--- src/rtl/mips_pipe_pkg.sv ---
// Shared types and constants for the MIPS pipeline hazard controller:
// forwarding codes, multi-cycle latency floor and the scoreboard entry.
package mips_pipe_pkg;

    // Scoreboard address field is sized for the widest register file we build.
    localparam int SB_AW      = 8;
    localparam int MC_LAT_MIN = 2;

    typedef enum logic [1:0] {
        FWD_RF      = 2'd0,
        FWD_EXE_ALU = 2'd1,
        FWD_MEM_ALU = 2'd2,
        FWD_MEM_LD  = 2'd3
    } fwd_e;

    typedef struct packed {
        logic             valid;
        logic             wen;
        logic [SB_AW-1:0] waddr;
        logic             is_load;
    } sb_entry_t;

    function automatic logic sb_writes(sb_entry_t e, logic [SB_AW-1:0] addr);
        return e.valid && e.wen && (e.waddr == addr);
    endfunction

endpackage

--- src/rtl/fwd_sel.sv ---
// Per-operand source match against the EXE/MEM scoreboard entries; yields the
// forwarding select and whether the operand waits on a load still in EXE.
module fwd_sel
    import mips_pipe_pkg::*;
#(
    parameter int REG_AW = 5
) (
    input  logic              id_valid_i,
    input  logic [REG_AW-1:0] src_addr_i,
    input  logic              src_used_i,
    input  sb_entry_t         exe_i,
    input  sb_entry_t         mem_i,
    output logic [1:0]        fwd_o,
    output logic              load_use_o
);
    logic [SB_AW-1:0] addr;
    logic             live, hit_exe, hit_mem;

    always_comb begin
        addr    = SB_AW'(src_addr_i);
        // r0 is hard-wired, so it never depends on an in-flight write
        live    = id_valid_i && src_used_i && (src_addr_i != '0);
        hit_exe = live && sb_writes(exe_i, addr);
        hit_mem = live && sb_writes(mem_i, addr);
        fwd_o   = FWD_RF;
        if (hit_exe)      fwd_o = FWD_EXE_ALU;
        else if (hit_mem) fwd_o = mem_i.is_load ? FWD_MEM_LD : FWD_MEM_ALU;
        load_use_o = hit_exe && exe_i.is_load;
    end
endmodule

--- src/rtl/pipe_hazard_ctrl.sv ---
// MIPS 5-stage hazard controller: operand forwarding, load-use and multi-cycle
// stalls, optional branch flush, and a saturating stall-cycle counter.
module pipe_hazard_ctrl
    import mips_pipe_pkg::*;
#(
    parameter int REG_AW     = 5,
    parameter int MC_LAT     = 4,
    parameter int DELAY_SLOT = 1,
    parameter int CNT_W      = 32
) (
    input  logic              clk,
    input  logic              rst,
    input  logic              id_valid,
    input  logic [REG_AW-1:0] rs_addr,
    input  logic [REG_AW-1:0] rt_addr,
    input  logic              rs_used,
    input  logic              rt_used,
    input  logic              id_wen,
    input  logic [REG_AW-1:0] id_waddr,
    input  logic              id_is_load,
    input  logic              id_is_mc,
    input  logic              id_is_branch,
    input  logic              branch_taken,
    output logic              if_en,
    output logic              id_en,
    output logic              exe_en,
    output logic              mem_en,
    output logic              wb_en,
    output logic              id_rst,
    output logic              exe_rst,
    output logic              mem_rst,
    output logic [1:0]        fwd_a,
    output logic [1:0]        fwd_b,
    output logic [CNT_W-1:0]  stall_cnt
);
    localparam int LAT = (MC_LAT < MC_LAT_MIN) ? MC_LAT_MIN : MC_LAT;
    localparam int BW  = $clog2(LAT);

    sb_entry_t        exe_q, exe_d, mem_q, mem_d, wb_q, wb_d;
    logic [BW-1:0]    busy_q, busy_d;
    logic [CNT_W-1:0] cnt_q, cnt_d;
    logic [1:0]       fwd_rs, fwd_rt;
    logic             lu_rs, lu_rt, busy, load_use, flush;
    logic             unused_ok;

    fwd_sel #(.REG_AW(REG_AW)) u_fwd_rs (
        .id_valid_i (id_valid),
        .src_addr_i (rs_addr),
        .src_used_i (rs_used),
        .exe_i      (exe_q),
        .mem_i      (mem_q),
        .fwd_o      (fwd_rs),
        .load_use_o (lu_rs)
    );

    fwd_sel #(.REG_AW(REG_AW)) u_fwd_rt (
        .id_valid_i (id_valid),
        .src_addr_i (rt_addr),
        .src_used_i (rt_used),
        .exe_i      (exe_q),
        .mem_i      (mem_q),
        .fwd_o      (fwd_rt),
        .load_use_o (lu_rt)
    );

    // Hazard priority: multi-cycle busy, then load-use, then branch flush.
    always_comb begin
        busy     = (busy_q != '0);
        load_use = lu_rs || lu_rt;
        flush    = (DELAY_SLOT == 0) && id_valid && branch_taken;
        if_en    = 1'b1;
        id_en    = 1'b1;
        exe_en   = 1'b1;
        mem_en   = 1'b1;
        wb_en    = 1'b1;
        id_rst   = 1'b0;
        exe_rst  = 1'b0;
        mem_rst  = 1'b0;
        fwd_a    = fwd_rs;
        fwd_b    = fwd_rt;
        if (!rst) begin
            if_en   = 1'b0;
            id_en   = 1'b0;
            exe_en  = 1'b0;
            mem_en  = 1'b0;
            wb_en   = 1'b0;
            id_rst  = 1'b1;
            exe_rst = 1'b1;
            mem_rst = 1'b1;
            fwd_a   = FWD_RF;
            fwd_b   = FWD_RF;
        end else if (busy) begin
            if_en   = 1'b0;
            id_en   = 1'b0;
            exe_en  = 1'b0;
            mem_rst = 1'b1;
        end else if (load_use) begin
            if_en   = 1'b0;
            id_en   = 1'b0;
            exe_rst = 1'b1;
        end else if (flush) begin
            id_rst  = 1'b1;
        end
    end

    always_comb begin
        exe_d  = exe_q;
        mem_d  = mem_q;
        wb_d   = wb_q;
        busy_d = busy_q;
        cnt_d  = cnt_q;
        if (exe_rst)     exe_d = '0;
        else if (exe_en) exe_d = sb_entry_t'{valid: id_valid, wen: id_wen,
                                             waddr: SB_AW'(id_waddr), is_load: id_is_load};
        if (mem_rst)     mem_d = '0;
        else if (mem_en) mem_d = exe_q;
        if (wb_en)       wb_d  = mem_q;
        // The op's first EXE cycle is already spent when the counter loads.
        if (busy)        busy_d = busy_q - BW'(1);
        else if (exe_en && !exe_rst && id_valid && id_is_mc) busy_d = BW'(LAT - 1);
        if (!if_en && (cnt_q != '1)) cnt_d = cnt_q + CNT_W'(1);
    end

    always_ff @(posedge clk) begin
        if (!rst) begin
            exe_q  <= '0;
            mem_q  <= '0;
            wb_q   <= '0;
            busy_q <= '0;
            cnt_q  <= '0;
        end else begin
            exe_q  <= exe_d;
            mem_q  <= mem_d;
            wb_q   <= wb_d;
            busy_q <= busy_d;
            cnt_q  <= cnt_d;
        end
    end

    assign stall_cnt = cnt_q;
    // WB tracks retirement only; branch source use is resolved outside this block.
    assign unused_ok = ^{wb_q, id_is_branch};
endmodule

--- config.mk ---
export PLATFORM = sky130hd
export DESIGN_NAME = pipe_hazard_ctrl
export DESIGN_NICKNAME = d
export VERILOG_FILES = /design/src/rtl/mips_pipe_pkg.sv /design/src/rtl/fwd_sel.sv /design/src/rtl/pipe_hazard_ctrl.sv
export SDC_FILE = /design/constraint.sdc
export NUM_CORES = 1
export LEC_CHECK = 0
export BUFFER_PORTS_ARGS = -buffer_cell sky130_fd_sc_hd__buf_2
export CAP_MARGIN = 20
export CORE_MARGIN = 2
export CORE_UTILIZATION = 25
export CTS_CLUSTER_SIZE = 24
export DETAILED_ROUTE_END_ITERATION = 10
export HOLD_SLACK_MARGIN = 0.12
export MAX_ROUTING_LAYER = met4
export PLACE_DENSITY = 0.54
export RECOVER_POWER = 50
export SLEW_MARGIN = 20
export SYNTH_ARGS = -nofsm -noshare
export SYNTH_HDL_FRONTEND = slang
export SYNTH_SLANG_ARGS = --single-unit
--- constraint.sdc ---
create_clock -name clk -period 2.9 [get_ports clk]
set_input_delay 0.725 -clock clk [delete_from_list [all_inputs] [get_ports clk]]
set_output_delay 0.725 -clock clk [all_outputs]
set_load 0.005 [all_outputs]
==> metrics.txt <==
clock latency on the worst-skew pair 0.30 ns; met3 wire length 312 um; FILL cells 1078; drt first pass iters 4; CTS max path bufs 2; dpl hpwl 5210 um; via count 2416; reg2reg end stall_cnt[11]$_SDFFE_PN0P_; Clock Tree Root clkbuf_8; metal2 WL 3270 um; CP arrival 2.30 ns; post-synthesis register bit count 50; CP max stage cell or4_1; die height ~100 um; DRC 0; Max Clk Rate 0.331 GHz; Hold Path Depth 1; placer congestion estimate 0.885; final setup fails 5; Synth Area per Inst 8.50 um2; Cells after Synth 295; worst-path cell chain buf_6 -> or4_1 -> o211ai_1 -> nor4_2 -> o21ai_2 -> buf_4 -> o21ai_4 -> buf_2; Final Hold Violating Endpoints 0; Cell variety after synth 50; H-tree levels 2; first-pass GRT wire length between 10000 and 15000 um; status finished, violations left; CTS tree built; crit path kind in -> out; total wire length 6940 um; multi-input logic area 1440 um2; R2R setup slack 0.53 ns; pre-CTS WS -0.108 ns; routed length per instance 13.5 um; Synth async-reset ratio 0; final period utilization 1.04; initial core utilization 0.257; failing checks setup timing; Worst Hold Class reg -> reg; clk sinks 50; Top Metal Used met4; FF/Latch Area 1000 um2; Ant. Diodes 0; worst setup margin -0.121 ns; Max VDD drop just under 0.2 mV; Post-Route Skew 0.00957 ns; Finished Cell Area 3280 um2; vias in the first global route 2306; share of post-route cells with drive strength above 1 0.298; Max-Cap Viols 0; Nets 408; All-Layer GR Usage 0.133; GR Overflow Total 0; fin crit period between 3 and 4 ns; Post-CTS Hold Buffers 0; leakage 1.35 nW; Area Overhead vs Synth 30.8%; worst reg-to-reg path cell count 9; Placed Area between 3000 and 4000 um2; I/O Pins 69; commonest cells after routing, fill and taps aside 62 x buf_2, 50 x dfxtp_1, 32 x nand2_1; Pwr Density 522 nW/um2; post-synthesis sequential area ratio 0.399; DR vias/cell 4.69; number of DRC markers in iteration 0 74; worst-margin pin slew roughly 0.43 ns; core area 9770 um2; die area 10800 um2; CP startpoint kind primary input; antenna violations before repair 0; reg2reg start exe_q[4]$_SDFFE_PP0P_; Antenna Nets Post-Route 0; CP max stage delay 0.51 ns; largest net degree at the start of global routing 28; RSZ-0062 raised after global routing yes; Critical Path Sink Type output port; clock-pin slew on the worst setup and hold paths roughly 0.090 ns; Post-synth EDFFs 0; WHS Endpoint busy_q[0]$_SDFFE_PN0P_; Synthesized Nets 322; Crit Path Max Fanout 3; Req. time, crit path ~2.2 ns; Worst Hold Launch busy_q[0]$_SDFFE_PN0P_; Inserted Clock Buffers 5; total power approximately 1.7 mW; std cell rows 36; Netlist Area Pre-Place 2510 um2; Slew HR 0.713; die width 104 um; Metal-1 WL around 3300 um; Top FF cell, synth dfxtp_1; Port Buf Inserts 66; synth warn 0; Slew Viols, Final 0; most common cell after layout, fill and taps aside buf_2
-- metrics by stage --
stage	hold WS, ns	utilization	setup TNS (ns)	instances
6_report	0.468	0.336	-0.386	515
4_1_cts	0.467	0.334	-0.146	514
3_3_place_gp	0.449	0.318	-0.381	505
5_1_grt	0.491	0.336	-0.569	515
3_5_place_dp	0.453	0.318	-0.378	505
2_1_floorplan	0.436	-	0	295
-- flip-flops by register name, indices dropped and copies added, names as in the netlist --
signal,flops
exe_q,8
busy_q,2
stall_cnt,32
mem_q,8
-- report_power, final --
group	internal [mW]	total [mW]	switching, mW
clock network	0.259	0.488	0.229
registers	0.737	0.787	0.0497
logic	0.186	0.437	0.251
-- cell type report --
cell class	instances	area share
clock buffer	7	0.0233
multi-input combinational	225	0.438
sequential	50	0.305
clock inverter	1	0.00915
timing repair buffer	90	0.163
inverter	9	0.0103
tap	133	0.0507
-- cells in the mapped netlist (2+ instances only) --
library cell	n	area share
nor4_1	4	0.010
nand4_1	16	0.040
o31ai_1	2	0.0060
nand3_1	11	0.022
mux2i_1	4	0.016
nand2b_1	4	0.010
buf_4	3	0.0090
nor2_1	17	0.025
xnor2_1	21	0.073
dfxtp_1	50	0.40
nand3_2	2	0.0080
and4_1	2	0.0070
or4_1	4	0.012
a211oi_1	2	0.0060
a22o_1	2	0.0070
nor3_1	3	0.0060
nand2_1	32	0.048
xor2_1	11	0.038
o211ai_1	2	0.0060
clkbuf_1	5	0.0075
or3_1	11	0.027
and2_1	5	0.012
ha_1	2	0.010
and3_1	12	0.030
o21ai_0	11	0.022
inv_1	8	0.012
a21oi_1	26	0.052
-- worst max path at each step --
stage	from	slack, ns	end	depth (start not counted)
finish	rs_addr[0]	-0.12	exe_rst	8
global route	rs_addr[0]	-0.17	exe_rst	8
CTS	rs_addr[0]	-0.07	exe_rst	8
detailed placement	rs_addr[3]	-0.11	if_en	7
global placement	rs_addr[0]	-0.12	exe_rst	9
floorplan	rs_addr[0]	0.09	if_en	6
-- metal layers --
layer / vias to the layer above / GRT usage
li1: 1212 / -
met5: - / -
met4: 0 / 0.0193
met1: 1137 / 0.169
met2: 65 / 0.226
met3: 2 / 0.0251
-- logic make-up (layout without fill, tap and decap cells) --
family / Yosys count / count (layout) / share of synthesized area
mux: 4 / 4 / 0.0160
flops: 50 / 50 / 0.399
fa+ha+maj: 2 / 2 / 0.00998
compound gates: 53 / 53 / 0.126
xor+xnor: 32 / 32 / 0.112
buf+inv: 20 / 107 / 0.0379
simple gates: 134 / 134 / 0.299
-- worst max-delay path: cells and delay by family --
family	cells	cell delay, ns
AO/OA/AOI/OAI	3	0.54
AND/OR/NAND/NOR	2	0.64
buffers and inverters	3	0.39
-- timing repair --
item,CTS,global route
gates cloned,0,0
hold endpoints to repair,0,0
gates resized for setup,8,1
pin swaps,0,1
endpoints found under the setup margin,5,6
buffers inserted,1,2
Power figures use the tool's default switching activity.
